--- src/rtl/apb_pkg.sv ---
// Shared types and default widths for the APB requester.
package apb_pkg;

   typedef enum logic [1:0] {
      APB_IDLE,
      APB_SETUP,
      APB_ACCESS
   } apb_state_e;

   localparam int APB_ADDR_W_DEF = 8;
   localparam int APB_DATA_W_DEF = 8;

endpackage : apb_pkg

--- src/rtl/apb_master.sv ---
// APB requester: turns a valid/ready command stream into SETUP/ACCESS transfers and returns one response per command.
// Optional ACCESS wait-state timeout is enabled by defining APB_MASTER_TIMEOUT_EN.
module apb_master
   import apb_pkg::*;
#(
   parameter int ADDR_W         = APB_ADDR_W_DEF,
   parameter int DATA_W         = APB_DATA_W_DEF,
   parameter int TIMEOUT_CYCLES = 16
) (
   input  logic              PCLK,
   input  logic              PRESETn,
   input  logic              cmd_valid,
   output logic              cmd_ready,
   input  logic              cmd_write,
   input  logic [ADDR_W-1:0] cmd_addr,
   input  logic [DATA_W-1:0] cmd_wdata,
   output logic              rsp_valid,
   input  logic              rsp_ready,
   output logic [DATA_W-1:0] rsp_rdata,
   output logic              rsp_err,
   output logic              PSEL,
   output logic              PENABLE,
   output logic              PWRITE,
   output logic [ADDR_W-1:0] PADDR,
   output logic [DATA_W-1:0] PWDATA,
   input  logic [DATA_W-1:0] PRDATA,
   input  logic              PREADY
);

   apb_state_e state;
   apb_state_e state_next;
   logic       started;
   logic       accept;
   logic       done;
   logic       timeout;

   // Holds cmd_ready low until the first clock after reset release.
   always_ff @(posedge PCLK or negedge PRESETn) begin
      if (!PRESETn) begin
         started <= 1'b0;
      end else begin
         started <= 1'b1;
      end
   end

   // A response being consumed this cycle frees the slot, so back-to-back accepts are 3 cycles apart.
   assign cmd_ready = started && (state == APB_IDLE) && (!rsp_valid || rsp_ready);
   assign accept    = cmd_valid && cmd_ready;
   assign done      = (state == APB_ACCESS) && (PREADY || timeout);

`ifdef APB_MASTER_TIMEOUT_EN
   logic [7:0] wait_cnt;

   always_ff @(posedge PCLK or negedge PRESETn) begin
      if (!PRESETn) begin
         wait_cnt <= 8'd0;
      end else if (state == APB_SETUP) begin
         wait_cnt <= 8'd0;
      end else if ((state == APB_ACCESS) && !PREADY) begin
         wait_cnt <= wait_cnt + 8'd1;
      end
   end

   // Fires on the wait cycle that brings the count to TIMEOUT_CYCLES.
   assign timeout = (state == APB_ACCESS) && !PREADY && (wait_cnt == 8'(TIMEOUT_CYCLES - 1));
`else
   assign timeout = 1'b0;
`endif

   always_ff @(posedge PCLK or negedge PRESETn) begin
      if (!PRESETn) begin
         state <= APB_IDLE;
      end else begin
         state <= state_next;
      end
   end

   always_comb begin
      state_next = state;
      case (state)
         APB_IDLE:   if (accept) state_next = APB_SETUP;
         APB_SETUP:  state_next = APB_ACCESS;
         APB_ACCESS: if (done) state_next = APB_IDLE;
         default:    state_next = APB_IDLE;
      endcase
   end

   always_comb begin
      PSEL    = 1'b0;
      PENABLE = 1'b0;
      case (state)
         APB_SETUP:  PSEL = 1'b1;
         APB_ACCESS: begin
            PSEL    = 1'b1;
            PENABLE = 1'b1;
         end
         default: ;
      endcase
   end

   // Bus fields are captured on accept and held through and after the transfer.
   always_ff @(posedge PCLK or negedge PRESETn) begin
      if (!PRESETn) begin
         PWRITE <= 1'b0;
         PADDR  <= '0;
         PWDATA <= '0;
      end else if (accept) begin
         PWRITE <= cmd_write;
         PADDR  <= cmd_addr;
         PWDATA <= cmd_wdata;
      end
   end

   always_ff @(posedge PCLK or negedge PRESETn) begin
      if (!PRESETn) begin
         rsp_valid <= 1'b0;
         rsp_rdata <= '0;
         rsp_err   <= 1'b0;
      end else if (done) begin
         rsp_valid <= 1'b1;
         rsp_rdata <= (PWRITE || timeout) ? '0 : PRDATA;
         rsp_err   <= timeout;
      end else if (rsp_valid && rsp_ready) begin
         rsp_valid <= 1'b0;
      end
   end

endmodule : apb_master
--- config.mk ---
export PLATFORM = sky130hd
export DESIGN_NAME = apb_master
export DESIGN_NICKNAME = d
export VERILOG_FILES = /design/src/rtl/apb_pkg.sv /design/src/rtl/apb_master.sv
export SDC_FILE = /design/constraint.sdc
export NUM_CORES = 1
export LEC_CHECK = 0
export ABC_AREA = 0
export BUFFER_PORTS_ARGS = -buffer_cell sky130_fd_sc_hd__buf_2
export CORE_MARGIN = 2
export CORE_UTILIZATION = 40
export CTS_BUF_LIST = sky130_fd_sc_hd__clkbuf_4
export DETAILED_ROUTE_END_ITERATION = 10
export GPL_TIMING_DRIVEN = 0
export PLACE_DENSITY = 0.7
export SLEW_MARGIN = 20
export SYNTH_ARGS = -nofsm -noshare
export SYNTH_HDL_FRONTEND = slang
export SYNTH_SLANG_ARGS = --single-unit
--- constraint.sdc ---
create_clock -name PCLK -period 4.2 [get_ports PCLK]
set_input_delay 0.42 -clock PCLK [delete_from_list [all_inputs] [get_ports PCLK]]
set_output_delay 0.42 -clock PCLK [all_outputs]
set_load 0.05 [all_outputs]
; ---- After elaboration in Yosys (flattened, before gate mapping)
; Index checks and enable logic that the tools add are counted.
[totals]
register_bits = 29
in_bits = 30
output_inout_bits = 30
word_cells = 30
[classes]
n_eq_ne = 4
n_mux = 8
reduce_logical = 11
[op_table]
columns = op, count
row1 = 8-bit 2-to-1 mux, 1
row2 = 2-bit one-hot mux with 3 select lines, 1
row3 = 1-bit logical AND, 5
row4 = 1-bit 2-to-1 mux, 4
row5 = 2-bit 2-to-1 mux, 2
row6 = "2-bit inequality test, second input constant", 2
row7 = "2-bit by 1-bit equality test with 1-bit output, second input constant", 1
row8 = "2-bit equality test, second input constant", 1
row9 = 2-bit zero test, 1
row10 = 2-bit AND reduction, 1
row11 = 2-bit nonzero test, 1
row12 = 2-bit OR reduction, 1
row13 = 1-bit zero test, 1
row14 = 1-bit logical OR, 1

; ---- Longest topological paths before layout
[logic_depth]
ltp_word = 6
ltp_mapped = 6
ltp_nobuf = 5

; ---- Least setup slack after synthesis
; OpenSTA, ideal clock, no wires.
[synth_timing]
path_kind = reg2reg
start = reg state[0]
end = reg rsp_rdata[4]
setup_ns = 0.136
arrival_ns = 1.578
slack_ns = 2.486
path_stages_with_launch = 7
path_buffers = 1
synth_period_minus_slack_ns = 1.714
path_cell_list = dfrtp_1 inv_1 ha_1 nand2_1 clkbuf_1 nand2_1 o21ai_0
[synth_between]
elab_chain_cells = 2
[synth_lines]
columns = element, line_no
row1 = from (decl), apb_master.sv:30  ; apb_state_e state;
row2 = from (signal assigned), apb_master.sv:74  ; state <= state_next;
row3 = 2-bit equality test, apb_master.sv:49  ; assign done = (state == APB_ACCESS) && (PREADY || timeout);
row4 = 1-bit logical AND, apb_master.sv:49
row5 = to (signal assigned), apb_master.sv:121  ; rsp_rdata <= (PWRITE || timeout) ? '0 : PRDATA;
row6 = to (decl), apb_master.sv:19  ; output logic [DATA_W-1:0] rsp_rdata,
; No other way between the ends.
; A chain may end at the register's enable or synchronous reset.

; ---- Worst setup path after layout
[layout_timing]
start = reg state[0]
end = out cmd_ready
[layout_between]
elab_chain_cells = 3
[layout_lines]
columns = element, line_no
row1 = 2-bit zero test, apb_master.sv:47  ; assign cmd_ready = started && (state == APB_IDLE) && (!rsp_valid || rsp_ready);
row2 = 1-bit logical AND (2 in a row), apb_master.sv:47
row3 = to (decl), apb_master.sv:13  ; output logic cmd_ready,
; No other way between the ends.

==> reports/results.tsv <==
stage	metric	value	unit
clock_tree	cts_sinks	29	
clock_tree	root_buffer	clkbuf_4	
logic_synthesis	yosys_warnings	0	
floorplanning	row_count	20	
sta	setup_viol	0	
logic_synthesis	synthTopCellsByCount	29 x dfrtp_1, 11 x nand2_1, 10 x mux2_4	
global_route	grt_max_degree	30	
placement	gp_congestion	0.743	
floorplanning	initial_utilization	0.421	
layout	drive_gt1_frac	0.524	
floorplanning	io_pins	60	
sta	slew-limit-headroom	0.596	
layout	areaGrowthSynthToFinish	32.8	%
clock_tree	clock_latency	0.32	ns
floorplanning	die-area	3710	sq um
global_route	antenna_found_initial	0	
floorplanning	coreArea	3080	sq um
setup_path	critPathMaxStageDelay	0.40	ns
clock_tree	cts_resized	0	
clock_tree	cts.path.max_buffers	2	
logic_synthesis	synthCells	98	
detailed_routing	vias_per_cell	4.48	
sta	hold_viol	0	
logic_synthesis	synth_adder_area_share	0.0386	
logic_synthesis	avgSynthCellArea	13.2	sq um
logic_synthesis	synthSimpleGateAreaFrac	0.139	
setup_path	cp-startpoint	state[0]$_DFFE_PN0P_	
global_route	grt_overflow	0	
setup_path	cp-end-kind	primary output	
sta	fin_worst_skew	0.00924	ns
sta	hold_ws	0.103	ns
detailed_routing	drt_iter0_markers	19	
logic_synthesis	synthXorXnorAreaFrac	0	
sta	tns	0	ns
logic_synthesis	synth-edff-count	0	
setup_path	worstPathMaxFanout	6	
logic_synthesis	ys_types	21	
setup_path	cp.arrival	1.57	ns
detailed_routing	antenna_left	0	
logic_synthesis	synth_top_family_by_area	multiplexers	
detailed_routing	via_count	931	
layout	final_nets	197	
logic_synthesis	yosysSeqAreaShare	0.560	
sta	tightest_slew	0.607	ns
clock_tree	cts_hold_buf	0	
logic_synthesis	synth.largest_area_cell	dfrtp_1	
setup_path	r2r_end	PADDR[6]$_DFFE_PN0P_	
clock_tree	cts_setup_buffers	0	
logic_synthesis	async_reset_ff_frac	1.00	
detailed_routing	dr.pass1.iters	4	
setup_path	rr_worst_depth	5	
logic_synthesis	synth.ff_latch_count	29	
setup_path	start_kind	flop	
detailed_routing	wire_per_inst	11.5	um
logic_synthesis	synth_area_leaders	dfrtp_1 56%, mux2_4 12%, mux2_2 6.1%	
setup_path	cp_slowest_cell	dfrtp_1	
setup_path	reg2reg_slack	2.54	ns
setup_path	worstPathCellList	inv_1 -> ha_1 -> and3_1 -> buf_2	
logic_synthesis	synthMuxAreaShare	0.177	
placement	portBuffers	58	
sta	fin_crit_sh	0.474	
sta	rsz0062_at_grt	false	
setup_path	cp_data_required_time	3.78	ns
setup_path	worstSetupEndpoint	cmd_ready	
floorplanning	die_y	60.9	um
clock_tree	clk_pin_slew	0.09	ns
setup_path	reg2reg_from	state[0]$_DFFE_PN0P_	
detailed_routing	wirelength	2.38	mm
logic_synthesis	yosys_most_used_dff	dfrtp_1	
layout	fillCellCount	274	
clock_tree	h-tree-depth	2	
job	cap_violations	0	
detailed_routing	drcViolationCount	0	
layout	num_antenna_cells	0	
global_route	first_global_vias	923	
clock_tree	cts_made_buffers	5	
status	status	finished clean	
sta	max_clock_freq	503	MHz
logic_synthesis	netlist.area_leader.share	0.560	
global_route	grt_use_total	0.150	
logic_synthesis	synth_nets	132	
logic_synthesis	syn_area	1290	sq um
logic_synthesis	synthMostInstantiatedCell	dfrtp_1	
sta	period_minus_slack	1.99	ns
floorplanning	fp.dieW	60.9	um
sta	drv_slew	0	
placement	hpwl	1.90	mm
global_route	grt_pass1_wl	3.97	mm
hold_path	hold_class	input pin to async pin	
setup_path	crit_type	flop to primary output	
logic_synthesis	synth_compound_area_frac	0.0560	
clock_tree	cts_tree	done	
## worst max-delay path, delay by kind of cell, from the launching register on
family / cells / cell delay, ns
adders and majority gates: 1 / 0.29
buffers and inverters: 2 / 0.38
DFF: 1 / 0.40
and+or+nand+nor: 1 / 0.18
## state kept, by name (all words and copies together), names as in the netlist
| name | cells |
|---|---|
| rsp_valid | 1 |
| started | 1 |
| PWDATA | 8 |
| PADDR | 8 |
| state | 2 |
| PWRITE | 1 |
| rsp_rdata | 8 |
## placed cells by master, fill, tap and decap left out, types with 2 or more instances in the layout
cell type  instances
buf_2             58
clkbuf_4           6
conb_1             2
dfrtp_1           29
ha_1               4
inv_1              2
mux2_2             7
mux2_4            10
nand2_1           11
nand2b_1           9
nand3b_1           2
nand4_1            2
o2111ai_1          2
o211ai_1           2
o21ai_0            8
## through the flow
| step | area [sq um] | worst slack (ns) | utilization | std cells |
|---|---|---|---|---|
| floorplan | 1290 | 2.49 | - | 98 |
| global placement | 1640 | 2.56 | 0.533 | 200 |
| detailed placement | 1640 | 2.52 | 0.533 | 200 |
| CTS | 1720 | 2.18 | 0.559 | 208 |
| global route | 1720 | 2.09 | 0.559 | 208 |
| finish | 1720 | 2.21 | 0.559 | 208 |
## cell type report
type	instances	area [sq um]	share of cell area
multi-input combinational	64	539	0.314
sequential	29	726	0.422
tap	44	55.1	0.0320
inverter	2	7.51	0.00437
timing repair buffer	58	290	0.169
clock buffer	6	45.0	0.0262
buffer	3	22.5	0.0131
clock inverter	2	33.8	0.0197
## how the worst min path moves through the flow
| stage | startpoint | end | depth (start not counted) |
|---|---|---|---|
| floorplan | PRESETn | PADDR[0]$_DFFE_PN0P_ | 0 |
| global route | PRESETn | PWDATA[7]$_DFFE_PN0P_ | 1 |
| CTS | PRESETn | rsp_rdata[6]$_DFFE_PN0P_ | 1 |
| finish | PRESETn | PWDATA[7]$_DFFE_PN0P_ | 1 |
| global placement | PRESETn | rsp_rdata[1]$_DFFE_PN0P_ | 1 |
| detailed placement | PRESETn | rsp_rdata[6]$_DFFE_PN0P_ | 1 |
## layer usage
metal  wire [um]  GRT usage  part of all wire
met1         941      0.172              0.40
met2        1270      0.260              0.53
met3         153     0.0618             0.064
met4          17     0.0373            0.0071
met5           0          0                 0
## kinds of logic (layout without fill, tap and decap cells)
logic type,count (synthesis),after routing
simple gates,29,29
buf+inv,5,71
mux,17,17
other cells,2,2
compound gates,12,12
fa+ha+maj,4,4
flops,29,29
Power is not shown: default switching activity piles up to over one toggle a cycle in this logic, so the estimate is an artifact.
